<file path="src/rtl/orv64_mem_arbiter_pkg.sv">
// Shared definitions for the orv64 memory-port arbiter.
//   orv64_param_pkg   : default retry budget.
//   orv64_typedef_pkg : requester ids, FSM states, latched request record.

package orv64_param_pkg;
    // Consecutive miss cycles tolerated before a request is aborted.
    localparam int ORV64_MARB_MAX_RETRY = 16;
endpackage

package orv64_typedef_pkg;
    typedef enum logic [1:0] {
        ORV64_MARB_SRC_IF = 2'd0,
        ORV64_MARB_SRC_DR = 2'd1,
        ORV64_MARB_SRC_DW = 2'd2
    } orv64_marb_src_e;

    typedef enum logic [1:0] {
        ORV64_MARB_IDLE  = 2'd0,
        ORV64_MARB_ISSUE = 2'd1,
        ORV64_MARB_WAIT  = 2'd2,
        ORV64_MARB_ERR   = 2'd3
    } orv64_marb_state_e;

    typedef struct packed {
        orv64_marb_src_e src;
        logic [63:0]     addr;
        logic [63:0]     wdata;
        logic [7:0]      wmask;
    } orv64_marb_req_t;
endpackage

</file>
<file path="src/rtl/orv64_mem_arbiter_rr_arb3.sv">
// 3-way round-robin pick, purely combinational.
//   valid : request vector, bit 0 = IF, bit 1 = DR, bit 2 = DW
//   ptr   : index of the requester that currently has highest priority
//   grant : one-hot winner (all zero when nothing is valid)

module orv64_rr_arb3 (
    input  logic [2:0] valid,
    input  logic [1:0] ptr,
    output logic [2:0] grant
);

    always_comb begin
        grant = 3'b000;
        case (ptr)
            2'd0: grant = valid[0] ? 3'b001 : valid[1] ? 3'b010 : valid[2] ? 3'b100 : 3'b000;
            2'd1: grant = valid[1] ? 3'b010 : valid[2] ? 3'b100 : valid[0] ? 3'b001 : 3'b000;
            default: grant = valid[2] ? 3'b100 : valid[0] ? 3'b001 : valid[1] ? 3'b010 : 3'b000;
        endcase
    end

endmodule

</file>
<file path="src/rtl/orv64_mem_arbiter.sv">
// Single-outstanding arbiter sharing one 64-bit memory port among
// instruction fetch (IF), data read (DR) and data write (DW).
//   clk, rst          : clock, asynchronous active-high reset
//   if_req_* / if_resp_*  : fetch request (pc) and 32-bit instruction response
//   dr_req_* / dr_resp_*  : data read request and 64-bit read-data response
//   dw_req_* / dw_resp_*  : data write request (addr/wdata/wmask) and ack
//   mem_r* / mem_w*   : memory port, 1-cycle access with per-cycle miss flag
//
// state | meaning
// IDLE  | waiting for a request; ready of the round-robin winner asserted
// ISSUE | first cycle driving the access, retry budget reloaded
// WAIT  | access still driven; miss flag sampled, response or retry/abort
// ERR   | misaligned request, error response without memory access

module orv64_mem_arbiter
    import orv64_typedef_pkg::*;
    import orv64_param_pkg::*;
#(
    parameter int MAX_RETRY = ORV64_MARB_MAX_RETRY
) (
    input  logic        clk,
    input  logic        rst,
    input  logic        if_req_valid,
    input  logic [63:0] if_req_pc,
    output logic        if_req_ready,
    output logic        if_resp_valid,
    output logic [31:0] if_resp_inst,
    output logic        if_resp_err,
    input  logic        dr_req_valid,
    input  logic [63:0] dr_req_addr,
    output logic        dr_req_ready,
    output logic        dr_resp_valid,
    output logic [63:0] dr_resp_rdata,
    output logic        dr_resp_err,
    input  logic        dw_req_valid,
    input  logic [63:0] dw_req_addr,
    input  logic [63:0] dw_req_wdata,
    input  logic [7:0]  dw_req_wmask,
    output logic        dw_req_ready,
    output logic        dw_resp_valid,
    output logic        dw_resp_err,
    output logic        mem_re,
    output logic [63:0] mem_raddr,
    input  logic [63:0] mem_rdata,
    input  logic        mem_rmiss,
    output logic        mem_we,
    output logic [63:0] mem_waddr,
    output logic [63:0] mem_wdata,
    output logic [7:0]  mem_wmask,
    input  logic        mem_wmiss
);

    localparam int          CNT_W      = (MAX_RETRY > 1) ? $clog2(MAX_RETRY) : 1;
    localparam logic [63:0] ALIGN_MASK = ~64'h7;

    orv64_marb_state_e state, state_nxt;
    orv64_marb_req_t   req_q, win_req;
    logic [1:0]        ptr_q, ptr_nxt;
    logic [CNT_W-1:0]  retry_cnt;
    logic [2:0]        grant;
    logic              fire, win_misaligned, is_read, miss;
    logic              wait_done, wait_abort, rsp_fire, rsp_err;
    logic [31:0]       if_word;

    orv64_rr_arb3 u_arb (
        .valid ({dw_req_valid, dr_req_valid, if_req_valid}),
        .ptr   (ptr_q),
        .grant (grant)
    );

    always_comb begin
        win_req = '0;
        if (grant[0]) begin
            win_req.src  = ORV64_MARB_SRC_IF;
            win_req.addr = if_req_pc;
        end else if (grant[1]) begin
            win_req.src  = ORV64_MARB_SRC_DR;
            win_req.addr = dr_req_addr;
        end else if (grant[2]) begin
            win_req.src   = ORV64_MARB_SRC_DW;
            win_req.addr  = dw_req_addr;
            win_req.wdata = dw_req_wdata;
            win_req.wmask = dw_req_wmask;
        end
    end

    // Fetch needs 4-byte alignment, data accesses 8-byte alignment.
    assign win_misaligned = (win_req.src == ORV64_MARB_SRC_IF) ? (win_req.addr[1:0] != 2'b00)
                                                               : (win_req.addr[2:0] != 3'b000);
    assign fire       = (state == ORV64_MARB_IDLE) && (grant != 3'b000);
    assign ptr_nxt    = grant[0] ? 2'd1 : grant[1] ? 2'd2 : 2'd0;
    assign is_read    = (req_q.src != ORV64_MARB_SRC_DW);
    assign miss       = is_read ? mem_rmiss : mem_wmiss;
    // retry_cnt counts down the remaining tolerated misses; reaching zero on
    // a miss means this WAIT cycle is the MAX_RETRY-th consecutive miss.
    assign wait_done  = (state == ORV64_MARB_WAIT) && !miss;
    assign wait_abort = (state == ORV64_MARB_WAIT) && miss && (retry_cnt == '0);
    assign rsp_fire   = wait_done || wait_abort || (state == ORV64_MARB_ERR);
    assign rsp_err    = wait_abort || (state == ORV64_MARB_ERR);
    assign if_word    = req_q.addr[2] ? mem_rdata[63:32] : mem_rdata[31:0];

    always_ff @(posedge clk or posedge rst) begin
        if (rst) state <= ORV64_MARB_IDLE;
        else     state <= state_nxt;
    end

    always_comb begin
        state_nxt = state;
        case (state)
            ORV64_MARB_IDLE:  if (fire) state_nxt = win_misaligned ? ORV64_MARB_ERR : ORV64_MARB_ISSUE;
            ORV64_MARB_ISSUE: state_nxt = ORV64_MARB_WAIT;
            ORV64_MARB_WAIT:  if (wait_done || wait_abort) state_nxt = ORV64_MARB_IDLE;
            ORV64_MARB_ERR:   state_nxt = ORV64_MARB_IDLE;
            default:          state_nxt = ORV64_MARB_IDLE;
        endcase
    end

    always_comb begin
        if_req_ready = 1'b0;
        dr_req_ready = 1'b0;
        dw_req_ready = 1'b0;
        mem_re       = 1'b0;
        mem_raddr    = '0;
        mem_we       = 1'b0;
        mem_waddr    = '0;
        mem_wdata    = '0;
        mem_wmask    = '0;
        // Ready is masked while reset is held so no handshake is advertised.
        if (state == ORV64_MARB_IDLE && !rst) begin
            if_req_ready = grant[0];
            dr_req_ready = grant[1];
            dw_req_ready = grant[2];
        end
        if (state == ORV64_MARB_ISSUE || state == ORV64_MARB_WAIT) begin
            if (is_read) begin
                mem_re    = 1'b1;
                mem_raddr = req_q.addr & ALIGN_MASK;
            end else begin
                mem_we    = 1'b1;
                mem_waddr = req_q.addr & ALIGN_MASK;
                mem_wdata = req_q.wdata;
                mem_wmask = req_q.wmask;
            end
        end
    end

    always_ff @(posedge clk or posedge rst) begin
        if (rst) begin
            req_q     <= '0;
            ptr_q     <= 2'd2;
            retry_cnt <= '0;
        end else begin
            if (fire) begin
                req_q <= win_req;
                ptr_q <= ptr_nxt;
            end
            if (state == ORV64_MARB_ISSUE) begin
                retry_cnt <= CNT_W'(MAX_RETRY - 1);
            end else if (state == ORV64_MARB_WAIT && miss && retry_cnt != '0) begin
                retry_cnt <= retry_cnt - 1'b1;
            end
        end
    end

    always_ff @(posedge clk or posedge rst) begin
        if (rst) begin
            if_resp_valid <= 1'b0;
            if_resp_err   <= 1'b0;
            if_resp_inst  <= '0;
            dr_resp_valid <= 1'b0;
            dr_resp_err   <= 1'b0;
            dr_resp_rdata <= '0;
            dw_resp_valid <= 1'b0;
            dw_resp_err   <= 1'b0;
        end else begin
            if_resp_valid <= rsp_fire && (req_q.src == ORV64_MARB_SRC_IF);
            if_resp_err   <= rsp_fire && rsp_err && (req_q.src == ORV64_MARB_SRC_IF);
            if_resp_inst  <= (rsp_fire && !rsp_err && req_q.src == ORV64_MARB_SRC_IF) ? if_word : '0;
            dr_resp_valid <= rsp_fire && (req_q.src == ORV64_MARB_SRC_DR);
            dr_resp_err   <= rsp_fire && rsp_err && (req_q.src == ORV64_MARB_SRC_DR);
            dr_resp_rdata <= (rsp_fire && !rsp_err && req_q.src == ORV64_MARB_SRC_DR) ? mem_rdata : '0;
            dw_resp_valid <= rsp_fire && (req_q.src == ORV64_MARB_SRC_DW);
            dw_resp_err   <= rsp_fire && rsp_err && (req_q.src == ORV64_MARB_SRC_DW);
        end
    end

endmodule

</file>
<file path="config.mk">
export PLATFORM = sky130hd
export DESIGN_NAME = orv64_mem_arbiter
export DESIGN_NICKNAME = d
export VERILOG_FILES = /design/src/rtl/orv64_mem_arbiter_pkg.sv /design/src/rtl/orv64_mem_arbiter_rr_arb3.sv /design/src/rtl/orv64_mem_arbiter.sv
export SDC_FILE = /design/constraint.sdc
export NUM_CORES = 1
export LEC_CHECK = 0
export CAP_MARGIN = 25
export CORE_AREA = 10 10 245 247
export CTS_CLUSTER_DIAMETER = 40
export DETAILED_ROUTE_END_ITERATION = 12
export DIE_AREA = 0 0 255 257
export PLACE_DENSITY = 0.5
export RECOVER_POWER = 50
export SETUP_SLACK_MARGIN = 0.15
export SKIP_LAST_GASP = 1
export SYNTH_ARGS = -nofsm -noshare
export SYNTH_HDL_FRONTEND = slang
export SYNTH_SLANG_ARGS = --single-unit
</file>
<file path="constraint.sdc">
create_clock -name clk -period 24.1 [get_ports clk]
set_clock_uncertainty 0.2 [all_clocks]
set_input_delay 4.82 -clock clk [delete_from_list [all_inputs] [get_ports clk]]
set_output_delay 4.82 -clock clk [all_outputs]
set_load 0.01 [all_outputs]
</file>
======== Word-level counts from Yosys, hierarchy flattened ========
Cells that the tools add are included.
word-level totals
  output and inout bits ................... 307
  input port bits ......................... 335
  register bits after elaboration ......... 248
  word-level logic and storage cells ...... 102
cells by class
  mux-type cells .......................... 43
  eq/ne operators ......................... 9
  reductions and logical operators ........ 34
  add/sub/neg operators ................... 1
operators by type and width
  operator               count
  $mux W64               7
  $mux W72               2
  $mux W138              1
  $mux W66               2
  $mux W32               2
  $mux W3                7
  $logic_and A1 B1 Y1    16
  $mux W8                2
  $mux W2                6
  $mux W1                10
  $logic_not A2 Y1       4
  $mux W4                2
  $pmux W2 S4            1
  $eq A2 B1 Y1 const B   3
  $eq A2 B2 Y1 const B   3
  $pmux W3 S2            1
  $reduce_bool A3 Y1     2
  $logic_not A4 Y1       1
  $logic_or A1 B1 Y1     4
  $ne A2 B2 Y1 const B   2
  $reduce_bool A2 Y1     2
  $reduce_bool A4 Y1     1
  $sub A4 B1 Y4 const B  1
  $logic_not A1 Y1       3
  2 further kinds        2

======== Longest topological paths before layout ========
Gate-level depths: netlist of run 1.
  word-level depth ........................ 12
  mapped depth ............................ 8
  mapped depth without buffers ............ 6

======== By module ========
From an unflattened synthesis of run 1, not the netlist that was laid out.
second synthesis, totals
  cells, all modules ...................... 1087
  area total of the unflattened synthesis .. 11583.6 sq um
modules (own cells, without submodules)
  module             times used  area an instance (sq um)  seq. area each (sq um)  cells each
  orv64_mem_arbiter  1           11526.1                   6157.2                  1079
  orv64_rr_arb3      1           57.6                      0.0                     8

======== Worst setup path after synthesis of run 1 ========
OpenSTA, ideal clock, no wires.
  path kind ............................... input to output
  start point ............................. input rst
  end point ............................... output dr_req_ready
  buffers on the path ..................... 0
  setup slack ............................. 8.448 ns
  required time ........................... 19.080 ns
  arrival time ............................ 10.632 ns
  cell stages on the path ................. 2
  path through ............................ inv_1 > and3_1
between the ends
  word-level cells in the longest chain between the ends .. 3
RTL lines
  element                            RTL line                  RTL
  from (decl)                        orv64_mem_arbiter.sv:22   input logic rst,
  $logic_not A1 Y1 (no source line)  n/a
  $logic_and A1 B1 Y1                orv64_mem_arbiter.sv:129  if (state == ORV64_MARB_IDLE && !rst) begin
  $mux W1                            orv64_mem_arbiter.sv:129
  to (decl)                          orv64_mem_arbiter.sv:31   output logic dr_req_ready,
Every way passes these cells.

======== Worst setup path in the final report of run 1 ========
  start point ............................. input rst
  end point ............................... output if_req_ready
between the ends
  word-level cells in the longest chain between the ends .. 3
RTL lines
  element                            RTL line                  RTL
  $logic_not A1 Y1 (no source line)  n/a
  $logic_and A1 B1 Y1                orv64_mem_arbiter.sv:129
  $mux W1                            orv64_mem_arbiter.sv:129
  to (decl)                          orv64_mem_arbiter.sv:25   output logic if_req_ready,
Every way passes these cells.

==> impl_metrics.csv, run 1 <==
group,metric,value,unit
status,outcome,"finished with violations",
status,violations,"capacitance limit, slew limit",
sta,setup_violations,0,
logic_synthesis,yosysWarnings,0,
finish,final_core_util,36.55,%
grt,grt_pass1_vias,11410,
clocking,cts.path.max_buffers,3,
sta,relSlewSlack,-155.2,%
logic_synthesis,ys_ff_latch,246,
grt,grt_start_max_net_pins,118,
pwr,leakage,8.917,nW
floorplanning,start_util,20.69,%
worst_setup_path,cp-start-kind,"primary input",
placed_design,io_buffers,635,
detailed_routing,vias,10960,
pwr,p_sw_share,36.70,%
clocking,h-tree-depth,2,
pwr,p_int,1.505,mW
pwr,combPwrFrac,42.0,%
worst_setup_path,crit_chain,"dlygate4sd3_1, inv_8, and3_1, clkdlybuf4s50_1",
detailed_routing,drt-pass1-iter-count,5,
worst_setup_path,cpPeakStageDelay,0.65,ns
sta,hold_viol_final,0,
logic_synthesis,synth_area,0.01135,mm2
grt,antenna_found_initial,7,
clocking,clkLatencyLatePin,0.57,ns
detailed_routing,drtIter0Drc,627,
clocking,cts_buffers,53,
pwr,power.share.clock,31.1,%
sta,rsz0062_at_grt,"no",
pwr,ir_drop,79.29,uV
clocking,cts_hold_buffers,0,
logic_synthesis,synthXorXnorAreaFrac,0,%
logic_synthesis,postSynthAreaPerCell,10.52,um2
floorplanning,rows,86,
detailed_routing,ant_nets,0,
worst_setup_path,worstPathArrival,7.07,ns
sta,achievable-frequency,82.69,MHz
pwr,p_per_area,118.5,mW/mm2
logic_synthesis,synth_ff_type,"dfrtp_1",
grt,grt_usage,16.52,%
logic_synthesis,netlist_instances,1079,
worst_setup_path,critPathTopFamily,"buffers and inverters",
worst_setup_path,path_buf_inv,3,
finish,layout.nets,2025,
pwr,seq_power_share,26.9,%
logic_synthesis,muxShareOfSynthArea,3.097,%
logic_synthesis,synth_most_common_cell,"dfrtp_1",
clocking,cts.sinks,246,
floorplanning,core-area,0.05488,mm2
hold_path,min_path_type,"flip-flop to flip-flop",
grt,grt-ovfl-total,0,
sta,maxSlewViolCount,351,
worst_setup_path,critPathMaxFanout,117,
clocking,cts_setup_buffers,0,
finish,final_layout_size_suffix_gt1_share,6.543,%
logic_synthesis,synth_compound_gate_area_share,17.54,%
pwr,power,2.378,mW
clocking,cts_resized,0,
worst_setup_path,crit_path_end_kind,"output port",
logic_synthesis,netlist_top_cells_count,"dfrtp_1 (245), and2_1 (198), a21oi_1 (130)",
logic_synthesis,synthSimpleGateAreaFrac,19.39,%
clocking,clkTransAtPathRegs,0.04,ns
logic_synthesis,ys_types,46,
pwr,p_sw,0.8728,mW
sta,timing.final.crit_period,12.09,ns
floorplanning,num_io_pins,642,
logic_synthesis,synthTopCellsByArea,"dfrtp_1 (54%), and2_1 (11%), a22o_1 (5.8%)",
detailed_routing,drc,0,
logic_synthesis,yosysTopAreaCellShare,54.01,%
logic_synthesis,seq_area_frac_synth,54.24,%
clocking,clk_root_buffer_cell,"clkbuf_16",
logic_synthesis,yosys.area_share.adder,0.6613,%
worst_setup_path,slowest_stage,"dlygate4sd3_1",
detailed_routing,routedWlPerCell,23.37,um
clocking,cts_tree,"yes",
grt,grt_pass1_wl,81.52,mm
floorplanning,die_area,0.06554,mm2
job,cap_violations,6,
floorplanning,die_w,255,um
sta,tns,0,ns
sta,post-route-period-util,50.18,%
worst_setup_path,critPathKind,"primary input to output port",
sta,max_slew.worst_pin.slew,3.829,ns
placed_design,hpwl,42.14,mm
logic_synthesis,synthArstFlopShare,100.0,%
detailed_routing,drt_wl_total,56.98,mm
logic_synthesis,yosys.area.top_type,"dfrtp_1",
finish,syn_to_final_growth,76.70,%
logic_synthesis,synth_edf_count,0,
worst_setup_path,crit_required,19.08,ns
placed_design,gp_congestion,0.8404,
logic_synthesis,synth_top_family_by_area,"simple AND/OR/NAND/NOR gates",
floorplanning,die_h,257,um
detailed_routing,post_drt_via_cell_ratio,4.495,
-- logic make-up (layout without fill, tap and decap cells) --
logic type | Yosys count | in the layout
AND/OR/NAND/NOR | 389 | 389
AO/OA/AOI/OAI | 286 | 286
flip-flops | 246 | 246
buffers and inverters | 116 | 759
multiplexers | 35 | 35
adder cells (fa/ha/maj) | 6 | 6
other | 1 | 13
-- power groups by stage --
stage               Clock (mW)  Combinational, mW  Sequential [mW]
finish                   0.739               1.00            0.639
CTS                      0.760               1.02            0.640
floorplan                    0              0.517            0.613
global placement             0               1.00            0.652
detailed placement           0               1.02            0.644
global route             0.778               1.08            0.657
-- metrics by stage --
stage               instances  cell area [um2]  hold WS, ns  worst slack, ns
floorplan                1084            11370       0.2644            8.448
global placement         2331            18230       0.2789            12.00
detailed placement       2332            18250       0.2827            11.98
CTS                      2430            20080       0.2977            11.98
global route             2436            20050       0.3019            11.83
finish                   2438            20060       0.2909            12.01
-- worst paths after layout --
kind                                 from            to  slack, ns  cells past startpoint
worst min register to register  req_q[34]     req_q[34]       0.29                      1
worst min-delay path            req_q[34]     req_q[34]       0.29                      1
max in group asynchronous             rst     req_q[93]      14.75                      3
worst max register to register   ptr_q[1]    req_q[109]      20.01                      5
min in group asynchronous             rst    req_q[108]       4.80                      2
worst max-delay path                  rst  if_req_ready      12.01                      4
-- cell usage in the layout (no fill, tap or decap), types with 54 or more instances in the layout --
cell type,count
dlygate4sd3_1,106
clkbuf_16,54
a32oi_1,62
nor2_1,99
and3_1,63
a21oi_1,130
dfrtp_1,244
clkdlybuf4s50_1,528
a22o_1,75
and2_1,165
-- registers in the layout (all words and copies together), names as in the netlist --
signal         count
dw_resp_err        1
req_q            136
if_resp_valid      1
ptr_q              2
if_resp_err        1
dw_resp_valid      1
dr_resp_rdata     64
retry_cnt          4
state              2
dr_resp_err        1
if_resp_inst      32
dr_resp_valid      1
-- layout make-up --
cell class	instances	area, um2
well taps	704	880.8
diodes	7	17.52
clock inverters	31	354.1
fillers	5487	34820
flip-flops and latches	246	6158
inverters	10	45.04
repair buffers	651	6481
clock buffers	67	1470
multi-input cells	722	4652
-- per-layer routing --
metal  track usage (%)  vias to the layer above  routed length [um]
li1                  -                     5033                   -
met1             18.77                     5411               22020
met2             28.06                      432               28090
met3             6.079                       81                5345
met4             5.522                        2                1516
met5                 0                        -                  12
No activity file was read; power rests on OpenSTA's default activity.
==> run 2: changes to the inputs <==
--- a/config.mk
+++ b/config.mk
@@ -6,11 +6,11 @@
 export NUM_CORES = 1
 export LEC_CHECK = 0
 export CAP_MARGIN = 25
-export CORE_AREA = 10 10 245 247
+export CORE_AREA = 10 10 241 243
 export CTS_CLUSTER_DIAMETER = 40
 export DETAILED_ROUTE_END_ITERATION = 12
-export DIE_AREA = 0 0 255 257
-export PLACE_DENSITY = 0.5
+export DIE_AREA = 0 0 251 253
+export PLACE_DENSITY = 0.51
 export RECOVER_POWER = 50
 export SETUP_SLACK_MARGIN = 0.15
 export SKIP_LAST_GASP = 1
==> constraint.sdc (replaced) <==
create_clock -name clk -period 12.7 [get_ports clk]
set_clock_uncertainty 0.2 [all_clocks]
set_input_delay 2.54 -clock clk [delete_from_list [all_inputs] [get_ports clk]]
set_output_delay 2.54 -clock clk [all_outputs]
set_load 0.01 [all_outputs]
==> run 2 against run 1 <==
Effect of this change: the run still ends with capacitance limit, slew limit left; sequential share of layout area shrank 0.45 points; largest power group unchanged; global-route usage grew 0.62 points; non-clock buffer count grew 2; cell area grew 1.5%; worst hold slack gained 0.0019 ns; sequential cell count is the same; utilization grew 1.7 points; total power grew 99%.
==> impl_metrics.csv, run 2 (synthesis gave the netlist of run 1 again) <==
group,metric,value,unit
floorplanning,rows,85,
grt,grt_usage,17.14,%
floorplanning,die_w,251,um
floorplanning,die_area,0.06350,mm2
clocking,clkLatencyLatePin,0.59,ns
finish,layout.nets,2030,
worst_setup_path,regToRegSetupSlack,8.24,ns
grt,grt_pass1_wl,82.68,mm
sta,maxSlewViolCount,340,
pwr,leakage,9.031,nW
status,violations,"capacitance limit, slew limit",
finish,largestRegisters,"req_q: 136 flops, dr_resp_rdata: 64 flops, if_resp_inst: 32 flops",
pwr,power.share.clock,34.2,%
sta,post-route-period-util,71.10,%
clocking,clk_root_buffer_cell,"clkbuf_16",
finish,syn_to_final_growth,79.31,%
finish,mostFrequentLayoutCell,"clkdlybuf4s50_1",
clocking,cts_setup_buffers,0,
clocking,cts_resized,0,
pwr,p_per_area,232.2,mW/mm2
detailed_routing,post_drt_via_cell_ratio,4.522,
sta,tns,0,ns
clocking,h-tree-depth,2,
detailed_routing,drc,0,
clocking,cts.sinks,246,
status,outcome,"finished with violations",
detailed_routing,drt-pass1-iter-count,4,
finish,final_layout_size_suffix_gt1_share,7.320,%
sta,max_slew.worst_pin.slew,3.894,ns
detailed_routing,drtIter0Drc,545,
pwr,combPwrFrac,40.3,%
detailed_routing,ant_nets,0,
floorplanning,core-area,0.05328,mm2
worst_setup_path,r2r_start,"state[0]",
pwr,p_sw_share,35.16,%
sta,rsz0062_at_grt,"no",
sta,relSlewSlack,-159.6,%
worst_setup_path,worstPathArrival,6.29,ns
placed_design,hpwl,41.92,mm
pwr,p_int,3.065,mW
hold_path,hp-start,"req_q[71]",
worst_setup_path,critPathKind,"primary input to output port",
clocking,cts_hold_buffers,0,
placed_design,io_buffers,635,
grt,grt_pass1_vias,11840,
clocking,cts_buffers,56,
sta,hold_viol_final,0,
clocking,cts_tree,"yes",
grt,antenna_found_initial,7,
grt,grt_start_max_net_pins,116,
detailed_routing,vias,11030,
worst_setup_path,worstReg2RegEnd,"req_q[50]",
worst_setup_path,crit_required,9.96,ns
finish,final_core_util,38.20,%
detailed_routing,routedWlPerCell,23.51,um
placed_design,dp_slack,4.809,ns
detailed_routing,drt_wl_total,57.35,mm
placed_design,gp_congestion,0.8894,
finish,regMostFlops,"req_q",
job,cap_violations,6,
floorplanning,num_io_pins,642,
floorplanning,die_h,253,um
finish,largest_register_ffs,136,
pwr,seq_power_share,25.5,%
worst_setup_path,crit_path_end_kind,"output port",
sta,timing.final.crit_period,9.029,ns
sta,fin_hold_ws,0.2928,ns
hold_path,min_path_type,"flip-flop to flip-flop",
worst_setup_path,critPathMaxFanout,71,
sta,worst_slack,3.671,ns
pwr,p_sw,1.662,mW
worst_setup_path,cp-start-kind,"primary input",
sta,setup_violations,0,
floorplanning,start_util,21.31,%
pwr,ir_drop,118.4,uV
hold_path,hold_end,"req_q[71]",
sta,achievable-frequency,110.8,MHz
hold_path,whs_path_depth,1,
worst_setup_path,reg2reg_depth,5,
clocking,clkTransAtPathRegs,0.05,ns
grt,grt-ovfl-total,0,
clocking,cts.path.max_buffers,3,
finish,final_cell_mix,"clkdlybuf4s50_1 (529), dfrtp_1 (244), and2_1 (157)",
[run 2: critical path: stages]
cell and delay, ns:
dlygate4sd3_1 0.63, inv_8 0.38, clkbuf_1 1.66, and3_1 0.45, clkdlybuf4s50_1 0.60
[run 2: per-layer routing]
metal / up-vias / part of all wire (%) / track usage (%)
met2: 476 / 50 / 29.01
met1: 5429 / 38 / 19.35
met5: - / 0.023 / 0
met3: 77 / 9.8 / 6.971
li1: 5045 / - / -
met4: 2 / 2.3 / 5.404
[run 2: through the flow]
stage          area [um2]  power (mW)  std cells
2_1_floorplan       11370       2.146       1084
3_3_place_gp        18250       3.123       2326
3_5_place_dp        18250       3.149       2326
4_1_cts             20370       4.804       2430
5_1_grt             20350       4.995       2436
6_report            20360       4.727       2439
[run 2: how the worst max path moves through the flow]
| stage | startpoint | endpoint | slack [ns] |
|---|---|---|---|
| global route | rst | req_q[3] | 2.73 |
| finish | rst | dr_req_ready | 3.67 |
| floorplan | rst | dr_req_ready | 1.61 |
| detailed placement | rst | dr_req_ready | 4.81 |
| CTS | rst | dr_req_ready | 4.81 |
| global placement | rst | dr_req_ready | 4.85 |
[run 2: layout make-up]
cell class	instances	area [um2]
Fill cell	5211	32930
Timing Repair Buffer	653	6464
Sequential cell	246	6158
Multi-Input combinational cell	722	4673
Clock buffer	68	1558
Tap cell	696	870.8
Clock inverter	36	566.8
Inverter	10	45.04
Antenna cell	8	20.02
[run 2: power by group through the flow]
stage	logic [mW]	registers, mW	clock network (mW)
after floorplan	0.982	1.16	0
after global placement	1.92	1.21	0
after detailed placement	1.93	1.21	0
after CTS	1.94	1.21	1.65
after global routing	2.06	1.24	1.70
final	1.90	1.21	1.62
==> run 3: changes to the inputs <==
==> constraint.sdc (replaced) <==
create_clock -name clk -period 8.7 [get_ports clk]
set_clock_uncertainty 0.2 [all_clocks]
set_input_delay 1.74 -clock clk [delete_from_list [all_inputs] [get_ports clk]]
set_output_delay 1.74 -clock clk [all_outputs]
set_load 0.01 [all_outputs]
==> run 3 against run 2 <==
Effect of this change: the flow still finishes with violations (capacitance limit, slew limit); total power grew 40%; cell area fell by 1.2%; final cell count fell by 0.41%; sequential cell count stayed put; critical path depth unchanged; largest power group unchanged; register-to-register slack got worse by 3.8 ns; global-route usage decreased by 0.15 points; highest routed layer unchanged; sequential power rose by 47%.
==> impl_metrics.csv, run 3 (synthesis gave the netlist of run 1 again) <==
group,metric,value,unit
sta,post-route-period-util,75.59,%
pwr,leakage,8.934,nW
detailed_routing,drt-met1-wl,21.22,mm
placed_design,dp_slack,2.968,ns
worst_setup_path,r2r_start,"state[0]",
clocking,cts.path.max_buffers,3,
clocking,cts_buffers,51,
clocking,clkLatencyLatePin,0.57,ns
detailed_routing,drt_wl_total,56.59,mm
worst_setup_path,cp-start-kind,"primary input",
finish,regMostFlops,"req_q",
clocking,clk_root_buffer_cell,"clkbuf_16",
pwr,ir_drop,174.8,uV
sta,maxSlewViolCount,331,
floorplanning,num_io_pins,642,
worst_setup_path,cpPeakStageDelay,2.24,ns
detailed_routing,ant_nets,0,
sta,max_slew.worst_pin.slew,3.126,ns
detailed_routing,drt-pass1-iter-count,5,
worst_setup_path,worstReg2RegEnd,"req_q[61]",
worst_setup_path,worstPathArrival,6.72,ns
finish,syn_to_final_growth,77.14,%
floorplanning,die_area,0.06350,mm2
sta,achievable-frequency,152.1,MHz
grt,grt_pass1_wl,82.08,mm
detailed_routing,routedWlPerCell,23.30,um
worst_setup_path,slowest_stage,"clkbuf_1",
placed_design,hpwl,41.85,mm
sta,worst_slack,2.124,ns
worst_setup_path,critPathMaxFanout,68,
placed_design,io_buffers,635,
clocking,cts.sinks,246,
floorplanning,die_h,253,um
detailed_routing,wl_met2,28.07,mm
sta,timing.final.crit_period,6.576,ns
clocking,cts_setup_buffers,0,
floorplanning,die_w,251,um
finish,largest_register_ffs,136,
hold_path,hold_end,"req_q[5]",
grt,grt_pass1_vias,11910,
worst_setup_path,crit_chain,"dlygate4sd3_1, clkinvlp_2, clkbuf_1, clkbuf_1, clkbuf_2",
sta,fin_hold_ws,0.2931,ns
worst_setup_path,critPathKind,"primary input to async pin",
worst_setup_path,path_common_cell,"clkbuf_1",
worst_setup_path,reg2reg_depth,5,
status,violations,"capacitance limit, slew limit",
detailed_routing,drtIter0Drc,557,
floorplanning,core-area,0.05328,mm2
clocking,cts_hold_buffers,0,
clocking,cts_resized,0,
pwr,p_per_area,330.2,mW/mm2
sta,setup_violations,0,
status,outcome,"finished with violations",
detailed_routing,highest_layer,"met5",
finish,final_cell_mix,"clkdlybuf4s50_1 (529), dfrtp_1 (244), and2_1 (158)",
clocking,h-tree-depth,2,
hold_path,hp-start,"req_q[5]",
sta,rsz0062_at_grt,"no",
sta,tns,0,ns
detailed_routing,wl_met3,6.192,mm
job,cap_violations,6,
finish,mostFrequentLayoutCell,"clkdlybuf4s50_1",
detailed_routing,drc,0,
clocking,cts_tree,"yes",
hold_path,min_path_type,"flip-flop to flip-flop",
finish,final_layout_size_suffix_gt1_share,6.833,%
clocking,clkTransAtPathRegs,0.05,ns
worst_setup_path,crit_path_end_kind,"async pin",
floorplanning,rows,85,
grt,grt_usage,16.99,%
finish,largestRegisters,"req_q: 136 flops, dr_resp_rdata: 64 flops, if_resp_inst: 32 flops",
worst_setup_path,crit_required,8.84,ns
hold_path,whs_path_depth,1,
placed_design,gp_congestion,0.8264,
grt,antenna_found_initial,6,
sta,hold_viol_final,0,
detailed_routing,post_drt_via_cell_ratio,4.529,
detailed_routing,vias,11000,
sta,relSlewSlack,-108.4,%
grt,grt_start_max_net_pins,91,
worst_setup_path,regToRegSetupSlack,4.42,ns
grt,grt-ovfl-total,0,
floorplanning,start_util,21.31,%
finish,layout.nets,2025,
[run 3: worst max path at each step]
| stage | from | to | slack (ns) | depth (start not counted) |
|---|---|---|---|---|
| floorplan | rst | dr_req_ready | 0.66 | 2 |
| global placement | dw_req_valid | dw_req_ready | 3.03 | 5 |
| detailed placement | dw_req_valid | dw_req_ready | 2.97 | 5 |
| CTS | state[0] | mem_waddr[57] | 2.61 | 8 |
| global route | rst | if_resp_inst[24] | 1.23 | 5 |
| finish | rst | if_resp_inst[24] | 2.12 | 5 |
[run 3: final cells by class]
type,count,area [um2]
clock buffers,62,1399
flip-flops and latches,246,6158
diodes,6,15.01
fillers,5262,33170
repair buffers,653,6477
inverters,10,38.79
multi-input cells,722,4673
clock inverters,34,476.7
well taps,696,870.8
[run 3: stage by stage]
step	area (um2)	total power [mW]	utilization (%)	instances
3_3_place_gp	18260	4.563	34.27	2326
4_1_cts	20130	6.750	37.79	2422
2_1_floorplan	11370	3.133	-	1084
5_1_grt	20110	7.019	37.74	2428
6_report	20110	6.641	37.74	2429
3_5_place_dp	18260	4.578	34.27	2326
[run 3: critical path: cells and delay by family]
kind	cells	cell delay [ns]
buffers and inverters	5	4.83
[run 3: report_power, final]
group	internal [mW]	switching [mW]
registers	1.52	0.256
clock network	1.42	0.696
logic	1.32	1.42
[run 3: routing by layer]
metal	up-vias	global-route usage (%)
met3	67	7.738
met2	491	28.74
met5	-	0
li1	5034	-
met4	2	4.991
met1	5408	18.83
==> edit, RTL diff (flow settings as in run 1) <==
`ORV64_MARB_MAX_RETRY`: 16 -> 8.
--- a/src/rtl/orv64_mem_arbiter_pkg.sv
+++ b/src/rtl/orv64_mem_arbiter_pkg.sv
@@ -5,5 +5,5 @@
 package orv64_param_pkg;
     // Consecutive miss cycles tolerated before a request is aborted.
-    localparam int ORV64_MARB_MAX_RETRY = 16;
+    localparam int ORV64_MARB_MAX_RETRY = 8;
 endpackage
 
Formal check against the unedited RTL: same outputs for any inputs over 4 cycles, from zero or initial values and one cycle with rst high; that may be too few to reach the edited logic, so the function may still have changed.
==> edit against run 1 <==
- the flow still finishes with violations (max-capacitance violations, max-slew violations)
- wire length down 8.8%
- sequential cell count down 1
- worst setup slack worse by 4.4 ns
- sequential power down 4.4%
- critical path depth up 2
- synthesized cell count down 7.2%
- total power down 11%
- synthesized area down 2.9%
- cell area down 1.7%
- via count down 6.5%
- highest routed layer unchanged
==> edit: results (changes against run 1) <==
top cells by area, synth=dfrtp_1, and2_1, a22o_1, a222oi_1, and3_1; YS warnings=0 (unchanged); Max Slew Vio Count=325 (-7.4%); Tot GR Track Use=15.2% (-1.3 points); violated checks=max-capacitance violations, max-slew violations; # placed instances=2261 (-3.0%); via count=10243 (-6.5%); clock buffer depth=3 (unchanged); WL per Instance=22.0 um (-5.8%); Place WS=11.23 ns (-0.750 ns); Synth top cells by count=dfrtp_1, and2_1, a22o_1; status=complete, but fails checks; Lkg Pwr=8.85 nW (-0.80%); register area share after synthesis=55.6% (+1.4 points); initial antenna violation count=2 (-5); first-pass GRT wire length=75300 um (-7.6%); Filler Cell Count=5485 (-0.036%); Final nets=1955 (-3.5%); count of cell types in the netlist=39 (-15%); vias in the first global route=10969 (-3.9%); maximum vdd drop=0.0000600 V (-24%); proportion of layout cells with a drive suffix above 1=7.07% (+0.53 points); HPWL Detailed=39300 um (-6.7%); CP max-delay cell=clkinvlp_2; Cell Area, Placed=0.0179 mm2 (-2.0%); Post-Route WL=51900 um (-8.8%); crit-path max FO=90 (-23%); CTS buffer count=52 (-1.9%); Syn Inst Count=1001 (-7.2%); largest net degree at the start of global routing=113 (-4.2%); DRT Pass-1 Iters=9 (+4); Fin. Hold Viols=0 (unchanged); slew margin rel.=-174% (-18 points); initial detailed-routing violation count=666 (+6.2%); max cap viols=6 (unchanged)
edit: changes by cell type after synthesis, sizes merged, moves of 2 or more:
| cell | before | now |
|---|---|---|
| xnor2 | 0 | 2 |
| nand3 | 4 | 0 |
| nand2 | 1 | 69 |
| o21ai | 5 | 67 |
| nor2b | 5 | 1 |
| nor2 | 101 | 42 |
| clkbuf | 56 | 48 |
| a32oi | 62 | 0 |
| a222oi | 0 | 62 |
| a21oi | 130 | 5 |
edit: tightest hold or removal path: cells and delay by family (launching register included):
family          cells  cell delay (ns)
compound gates      1             0.06
flops               1             0.34
simple gates        1             0.05
edit: metal layers:
layer | global-route usage [%] | up-vias | routed length, um | share of wire [%]
met5 | 0 | - | 9 | 0.017
li1 | - | 4789 | - | -
met3 | 5.94 | 72 | 5000 | 9.6
met2 | 26.5 | 453 | 26300 | 51
met4 | 4.31 | 2 | 1090 | 2.1
met1 | 16.8 | 4927 | 19500 | 38
edit: path summary, 6_finish.rpt:
path | startpoint | endpoint | cells past startpoint | slack, ns
max in group asynchronous | rst | req_q[80]$_DFFE_PP0P_ | 3 | 13.76
hold / removal | req_q[88]$_DFFE_PP0P_ | req_q[88]$_DFFE_PP0P_ | 2 | 0.29
hold reg to reg | req_q[88]$_DFFE_PP0P_ | req_q[88]$_DFFE_PP0P_ | 2 | 0.29
min in group asynchronous | rst | req_q[62]$_DFFE_PP0P_ | 2 | 5.76
setup reg to reg | state[0]$_DFFE_PP0P_ | req_q[51]$_DFFE_PP0P_ | 7 | 20.15
setup / recovery | rst | dw_req_ready | 6 | 7.64
edit: final cells by class:
class / instances / area, um2 / area share (%)
Sequential cell: 245 / 6130 / 31.1
Tap cell: 704 / 881 / 4.47
Inverter: 9 / 35.0 / 0.178
Antenna cell: 1 / 2.50 / 0.0127
Multi-Input combinational cell: 653 / 4350 / 22.1
Timing Repair Buffer: 653 / 6530 / 33.1
Clock inverter: 31 / 387 / 1.96
Clock buffer: 64 / 1410 / 7.13
edit: cell families (layout without fill, tap and decap cells):
family	count (synthesis)	count (layout)	synth area share, %
AOI/OAI and AO/OA	215	215	15.3
xor gates and xnor gates	2	2	0.159
adders and majority gates	6	6	0.681
buffers and inverters	108	757	5.15
DFF	245	245	55.6
muxes	36	36	3.41
other	1	7	0.0340
and+or+nand+nor	388	388	19.6
edit: report_power, final:
group	switching (W)	leakage [nW]	total (W)	internal, W
combinational	0.000405	4.70	0.000772	0.000367
clock	0.000237	0.879	0.000726	0.000489
sequential	0.0000734	3.27	0.000611	0.000538
total	0.000715	8.85	0.00211	0.00139
